[config.mk]
export PLATFORM = sky130hd
export DESIGN_NAME = bcd_timekeeper
export DESIGN_NICKNAME = d
export VERILOG_FILES = /design/src/rtl/bcd_timekeeper_pkg.sv /design/src/rtl/bcd_timekeeper_counter.sv /design/src/rtl/bcd_timekeeper.sv
export SDC_FILE = /design/constraint.sdc
export NUM_CORES = 1
export LEC_CHECK = 0
export ABC_CLOCK_PERIOD_IN_PS = 2500
export CAP_MARGIN = 20
export CORE_UTILIZATION = 30
export DETAILED_ROUTE_END_ITERATION = 8
export PLACE_DENSITY = 0.63
export SLEW_MARGIN = 20
export SYNTH_ARGS = -nofsm -noshare
export SYNTH_HDL_FRONTEND = slang
export SYNTH_SLANG_ARGS = --single-unit
export TNS_END_PERCENT = 10
[constraint.sdc]
create_clock -name clk_i -period 2.5 [get_ports clk_i]
set_clock_uncertainty 0.05 [all_clocks]
set_input_delay 0.625 -clock clk_i [delete_from_list [all_inputs] [get_ports clk_i]]
set_output_delay 0.625 -clock clk_i [all_outputs]
set_load 0.01 [all_outputs]
[src/rtl/bcd_timekeeper_pkg.sv]
// Shared BCD constants and helpers for the time-of-day counter.
// Packed-BCD values compare correctly as binary once both nibbles are legal digits.
package bcd_timekeeper_pkg;

    localparam logic [7:0] Bcd00 = 8'h00;
    localparam logic [7:0] Bcd01 = 8'h01;
    localparam logic [7:0] Bcd11 = 8'h11;
    localparam logic [7:0] Bcd12 = 8'h12;
    localparam logic [7:0] Bcd23 = 8'h23;
    localparam logic [7:0] Bcd59 = 8'h59;

    function automatic logic bcd_in_range(input logic [7:0] v, input logic [7:0] lo,
                                          input logic [7:0] hi);
        return (v[7:4] <= 4'd9) && (v[3:0] <= 4'd9) && (v >= lo) && (v <= hi);
    endfunction

    function automatic logic [7:0] bcd_inc(input logic [7:0] v);
        if (v[3:0] == 4'd9) begin
            return {v[7:4] + 4'd1, 4'd0};
        end
        return {v[7:4], v[3:0] + 4'd1};
    endfunction

endpackage

[src/rtl/bcd_timekeeper_counter.sv]
// Two-digit packed-BCD modulo counter: counts up to MaxVal then wraps to MinVal.
// Load has priority over increment.
module bcd_mod_counter
    import bcd_timekeeper_pkg::*;
#(
    parameter logic [7:0] MaxVal = Bcd59,
    parameter logic [7:0] MinVal = Bcd00,
    parameter logic [7:0] RstVal = Bcd00
) (
    input  logic       clk_i,
    input  logic       rst_ni,
    input  logic       inc_i,
    input  logic       load_i,
    input  logic [7:0] load_val_i,
    output logic [7:0] val_o,
    output logic [7:0] next_o,
    output logic       carry_o
);

    logic [7:0] val_q, val_d;

    assign next_o  = (val_q == MaxVal) ? MinVal : bcd_inc(val_q);
    assign carry_o = inc_i && (val_q == MaxVal);
    assign val_o   = val_q;

    always_comb begin
        val_d = val_q;
        if (load_i) begin
            val_d = load_val_i;
        end else if (inc_i) begin
            val_d = next_o;
        end
    end

    always_ff @(posedge clk_i or negedge rst_ni) begin
        if (!rst_ni) begin
            val_q <= RstVal;
        end else begin
            val_q <= val_d;
        end
    end

endmodule

[src/rtl/bcd_timekeeper.sv]
// BCD time-of-day clock with prescaler, validated time load and hh:mm alarm.
// 24-hour or 12-hour (AM/PM) counting selected at elaboration.
module bcd_timekeeper
    import bcd_timekeeper_pkg::*;
#(
    parameter int unsigned CLK_DIV = 1,
    parameter int unsigned MODE12  = 0,
    parameter logic [7:0]  RST_HH  = 8'h23,
    parameter logic [7:0]  RST_MM  = 8'h59,
    parameter logic [7:0]  RST_SS  = 8'h45,
    parameter logic        RST_PM  = 1'b0
) (
    input  logic       clk_i,
    input  logic       rst_ni,
    input  logic       ena_i,
    input  logic       load_i,
    input  logic [7:0] load_hh_i,
    input  logic [7:0] load_mm_i,
    input  logic [7:0] load_ss_i,
    input  logic       load_pm_i,
    input  logic       alm_wr_i,
    input  logic [7:0] alm_hh_i,
    input  logic [7:0] alm_mm_i,
    input  logic       alm_pm_i,
    input  logic       alm_en_i,
    output logic [7:0] hh_o,
    output logic [7:0] mm_o,
    output logic [7:0] ss_o,
    output logic       pm_o,
    output logic       tick_o,
    output logic       alarm_o,
    output logic       load_err_o
);

    localparam bit          Is12     = (MODE12 != 0);
    localparam logic [7:0]  HhMax    = Is12 ? Bcd12 : Bcd23;
    localparam logic [7:0]  HhMin    = Is12 ? Bcd01 : Bcd00;
    localparam int unsigned PrescW   = (CLK_DIV > 1) ? $clog2(CLK_DIV) : 1;
    localparam logic [PrescW-1:0] PrescMax = PrescW'(CLK_DIV - 1);
    localparam logic        RstPm    = Is12 ? RST_PM : 1'b0;

    if (CLK_DIV < 1 || !bcd_in_range(RST_HH, HhMin, HhMax) ||
        !bcd_in_range(RST_MM, Bcd00, Bcd59) || !bcd_in_range(RST_SS, Bcd00, Bcd59)) begin : g_bad_param
        $error("bcd_timekeeper: illegal CLK_DIV or reset time for this mode");
    end

    logic [PrescW-1:0] presc_q, presc_d;
    logic              pm_q, pm_d;
    logic [7:0]        alm_hh_q, alm_mm_q;
    logic              alm_pm_q;
    logic              alarm_q, load_err_q;

    logic       load_ok, tick, alm_match;
    logic [7:0] hh_q, mm_q, ss_q, hh_next, mm_next, hh_after;
    logic       ss_carry, mm_carry;
    logic       unused_hh_carry;
    logic [7:0] unused_ss_next;

    assign load_ok = load_i && bcd_in_range(load_hh_i, HhMin, HhMax) &&
                     bcd_in_range(load_mm_i, Bcd00, Bcd59) && bcd_in_range(load_ss_i, Bcd00, Bcd59);
    // Any load request, legal or not, freezes the prescaler and swallows the tick.
    assign tick    = ena_i && !load_i && (presc_q == PrescMax);

    bcd_mod_counter #(.MaxVal(Bcd59), .MinVal(Bcd00), .RstVal(RST_SS)) u_ss (
        .clk_i(clk_i), .rst_ni(rst_ni), .inc_i(tick), .load_i(load_ok), .load_val_i(load_ss_i),
        .val_o(ss_q), .next_o(unused_ss_next), .carry_o(ss_carry)
    );

    bcd_mod_counter #(.MaxVal(Bcd59), .MinVal(Bcd00), .RstVal(RST_MM)) u_mm (
        .clk_i(clk_i), .rst_ni(rst_ni), .inc_i(ss_carry), .load_i(load_ok),
        .load_val_i(load_mm_i), .val_o(mm_q), .next_o(mm_next), .carry_o(mm_carry)
    );

    bcd_mod_counter #(.MaxVal(HhMax), .MinVal(HhMin), .RstVal(RST_HH)) u_hh (
        .clk_i(clk_i), .rst_ni(rst_ni), .inc_i(mm_carry), .load_i(load_ok),
        .load_val_i(load_hh_i), .val_o(hh_q), .next_o(hh_next), .carry_o(unused_hh_carry)
    );

    always_comb begin
        presc_d = presc_q;
        if (load_ok) begin
            presc_d = '0;
        end else if (!load_i && ena_i) begin
            presc_d = tick ? '0 : presc_q + 1'b1;
        end
    end

    always_comb begin
        pm_d = pm_q;
        if (load_ok) begin
            pm_d = Is12 && load_pm_i;
        end else if (Is12 && mm_carry && (hh_q == Bcd11)) begin
            pm_d = ~pm_q;
        end
    end

    // Compare the time this tick will produce against the alarm registers as they
    // stand now, so a coincident alm_wr does not affect the match.
    assign hh_after  = (mm_q == Bcd59) ? hh_next : hh_q;
    assign alm_match = (ss_q == Bcd59) && (mm_next == alm_mm_q) && (hh_after == alm_hh_q) &&
                       (!Is12 || (pm_d == alm_pm_q));

    always_ff @(posedge clk_i or negedge rst_ni) begin
        if (!rst_ni) begin
            presc_q    <= '0;
            pm_q       <= RstPm;
            alm_hh_q   <= Bcd00;
            alm_mm_q   <= Bcd00;
            alm_pm_q   <= 1'b0;
            alarm_q    <= 1'b0;
            load_err_q <= 1'b0;
        end else begin
            presc_q    <= presc_d;
            pm_q       <= pm_d;
            alarm_q    <= tick && alm_en_i && alm_match;
            load_err_q <= load_i && !load_ok;
            if (alm_wr_i) begin
                alm_hh_q <= alm_hh_i;
                alm_mm_q <= alm_mm_i;
                alm_pm_q <= alm_pm_i;
            end
        end
    end

    assign hh_o       = hh_q;
    assign mm_o       = mm_q;
    assign ss_o       = ss_q;
    assign pm_o       = pm_q;
    assign tick_o     = tick && rst_ni;
    assign alarm_o    = alarm_q;
    assign load_err_o = load_err_q;

endmodule

==> qor.txt <==
Post-synthesis simple-gate area fraction = 22.4%
FILL cells = 950
Grt total ovfl = 0
Distinct cells, synth = 55
Post-DRT Antenna Nets = 0
Later-pin clock latency in the skew report = 0.30 ns
Max_cap viols = 0
Max incr delay on CP = 0.54 ns
Slew @ Worst Pin = 0.574 ns
Tot GR Track Use = 17.7%
Worst hold path class = primary input to asynchronous set/reset pin
Ys flop type = dfrtp_1
Number of global-route vias before repair = 2,869
Worst r2r dst = alarm_o
CP cell instances = ha_1 -> or3b_4 -> o41ai_4 -> a211oi_1 -> a2111oi_2 -> nand4_1 -> nor4_2
Sum Neg Setup Slack = 0 ns
Max Clock Freq = 424 MHz
Compound-gate portion of the synthesized area = 20.6%
Endpoints failing setup = 0
Layout area overhead = 42.6%
Pleak = 0.00164 uW
Largest net degree at the start of global routing = 44
Initial DRC Count = 205
PwrDens = 561 nW/um2
First-pass GRT wire length = 14,000 um
Initial antenna violation count = 0
Hold_ws = 0.389 ns
Vias = 2,891
Die area = 10,200 um2
Synth Register Bits = 43
Root Buffer = clkbuf_8
# DRC = 0
RR Startpoint = u_hh.val_o[5]
Critical path capture point type = flop
CTS tree = built
Post-DP HPWL = 6730 um
Register area share after synthesis = 37.1%
Longest Clk Path Bufs = 2
Initial Util = 31.3%
Final period util = 94.4%
Worst-path fanout max = 4
Row Count = 35
RSZ-0062 raised after global routing = true
Req. time, crit path = 2.65 ns
Critical path's slowest cell = dfstp_2
Clk slew on worst S/H paths = 0.08 ns
Die Span X = 101 um
Syn_nets = 391
H-tree level count = 2
Peak supply drop = 0.000198 V
R2R Setup Slk = 0.14 ns
Final Util = 44.6%
Hold Vio Cnt, Final = 0
Post-synthesis mux area share = 7.12%
Syn avg cell area = 8.86 um2
TritonCTS buffer count = 5
Drt first pass iters = 4
Crit path kind = flop to flop
Post-Syn Instances = 331
WL final = 8750 um
Post-synthesis cell area = 2930 um2
Worst r2r path cells = 7
# diodes = 0
Share of cells above drive strength 1 = 21.1%
Ports = 76
Placer Congestion = 0.898
FFs w/ async S/R, synth = 100%
Adder-Cell Fraction of Synth Area = 5.12%
Fin nets = 491
Crit path DAT = 2.51 ns
I/O Buffers = 72
Status = finished, final reports clean
Crit path time final = 2.36 ns
Main combinational cell family by area after synthesis = simple AND/OR/NAND/NOR gates
Clock sink total = 43
Crit path launch type = flop
Core area = 9370 um2
Synth warn = 0
Number of synthesized flops with an enable pin = 0
Post-synthesis xor/xnor area fraction = 3.58%
Via density = 5.15
Die Y = 101 um
Drt wl/cell = 15.6 um
Rel. slew slack = 61.8%
CTS Hold Bufs = 0
Pins Over Slew Limit = 0
-- power by group --
part           internal, uW  total, uW  switching (uW)
combinational           474        882             408
clock                   253        496             244
sequential              834        966             132
-- layout make-up --
| type | count | area [um2] | area share, % |
|---|---|---|---|
| multi-input combinational | 259 | 1760 | 42.1 |
| sequential | 43 | 1090 | 26.0 |
| timing repair buffer | 110 | 1030 | 24.5 |
| tap | 129 | 161 | 3.86 |
| clock buffer | 8 | 100 | 2.39 |
| inverter | 12 | 45.0 | 1.08 |
-- worst max-delay path by stage --
stage | startpoint | to | slack, ns | cells past startpoint
5_1_grt | u_hh.val_o[5] | alarm_o | -0.008 | 7
3_3_place_gp | ena_i | alarm_o | -0.34 | 6
6_report | u_hh.val_o[5] | alarm_o | 0.14 | 7
4_1_cts | load_i | tick_o | 0.002 | 5
2_1_floorplan | u_hh.val_o[5] | alarm_o | 0.08 | 7
3_5_place_dp | load_i | tick_o | -0.38 | 5
-- cells by family (layout without fill, tap and decap cells) --
group                    count (synthesis)  count (layout)
AND/OR/NAND/NOR                        126             126
AO/OA/AOI/OAI                           89              89
flip-flops                              43              43
buffers and inverters                   29             130
multiplexers                            19              19
adder cells (fa/ha/maj)                 12              12
XOR/XNOR                                12              12
other                                    1               1
-- synthesized netlist by cell type (6+ instances only) --
library cell | count | area, um2
a21oi_1 | 17 | 85.1
a31oi_1 | 8 | 50.1
clkbuf_1 | 12 | 45.0
dfrtp_1 | 33 | 826
dfstp_2 | 10 | 263
ha_1 | 12 | 150
inv_1 | 12 | 45.0
mux2_2 | 15 | 169
nand2_1 | 28 | 105
nand3_1 | 12 | 60.1
nand3b_1 | 6 | 45.0
nor2_1 | 29 | 109
nor3_1 | 10 | 50.1
nor4_1 | 6 | 37.5
o21ai_0 | 24 | 120
xnor2_1 | 7 | 61.3
-- repair_timing --
item / CTS / global route
buffers inserted: 0 / 1
setup endpoints to repair: 3 / 3
gates resized for setup: 4 / 7
pin swaps: 0 / 4
hold endpoints to repair: 0 / 0
-- routing by layer --
metal / global-route usage, % / part of all wire, % / vias to the layer above
met5: 0 / 0 / -
met4: 4.79 / 1.3 / 0
met3: 3.12 / 4.4 / 11
met2: 30.0 / 49 / 76
met1: 23.3 / 45 / 1401
li1: - / - / 1403
-- sequential cells by signal, indices dropped and copies added (netlist names) --
signal	count
alarm_o	1
alm_hh_q	8
alm_mm_q	8
load_err_o	1
presc_q	1
u_hh.val_o	8
u_mm.val_o	8
u_ss.val_o	8
-- metrics by stage --
stage	cell area, um2	std cells	worst slack, ns	total power [uW]
after floorplan	2930	331	0.0816	1410
after global placement	4030	552	-0.336	1820
after detailed placement	4030	552	-0.377	1850
after CTS	4140	560	0.00198	2350
after global routing	4180	561	-0.00826	2500
final	4180	561	0.139	2340
-- placed cells by master (no fill, tap or decap), drive strengths merged, types with 10 or more instances in the layout --
cell type / netlist / layout
clkdlybuf4s50: 0 / 68
buf: 5 / 39
dfrtp: 33 / 33
nor2: 31 / 31
o21ai: 29 / 29
nand2: 28 / 28
a21oi: 17 / 17
mux2: 15 / 15
inv: 12 / 12
nand3: 12 / 12
ha: 12 / 12
nor3: 11 / 11
dfstp: 10 / 10
-- worst max-delay path, delay by kind of cell, from the launching register on --
kind,cells,cell delay (ns)
AO/OA/AOI/OAI,3,0.72
AND/OR/NAND/NOR,3,0.81
adder cells (fa/ha/maj),1,0.15
flip-flops,1,0.54
(Power assumes the default switching activity.)
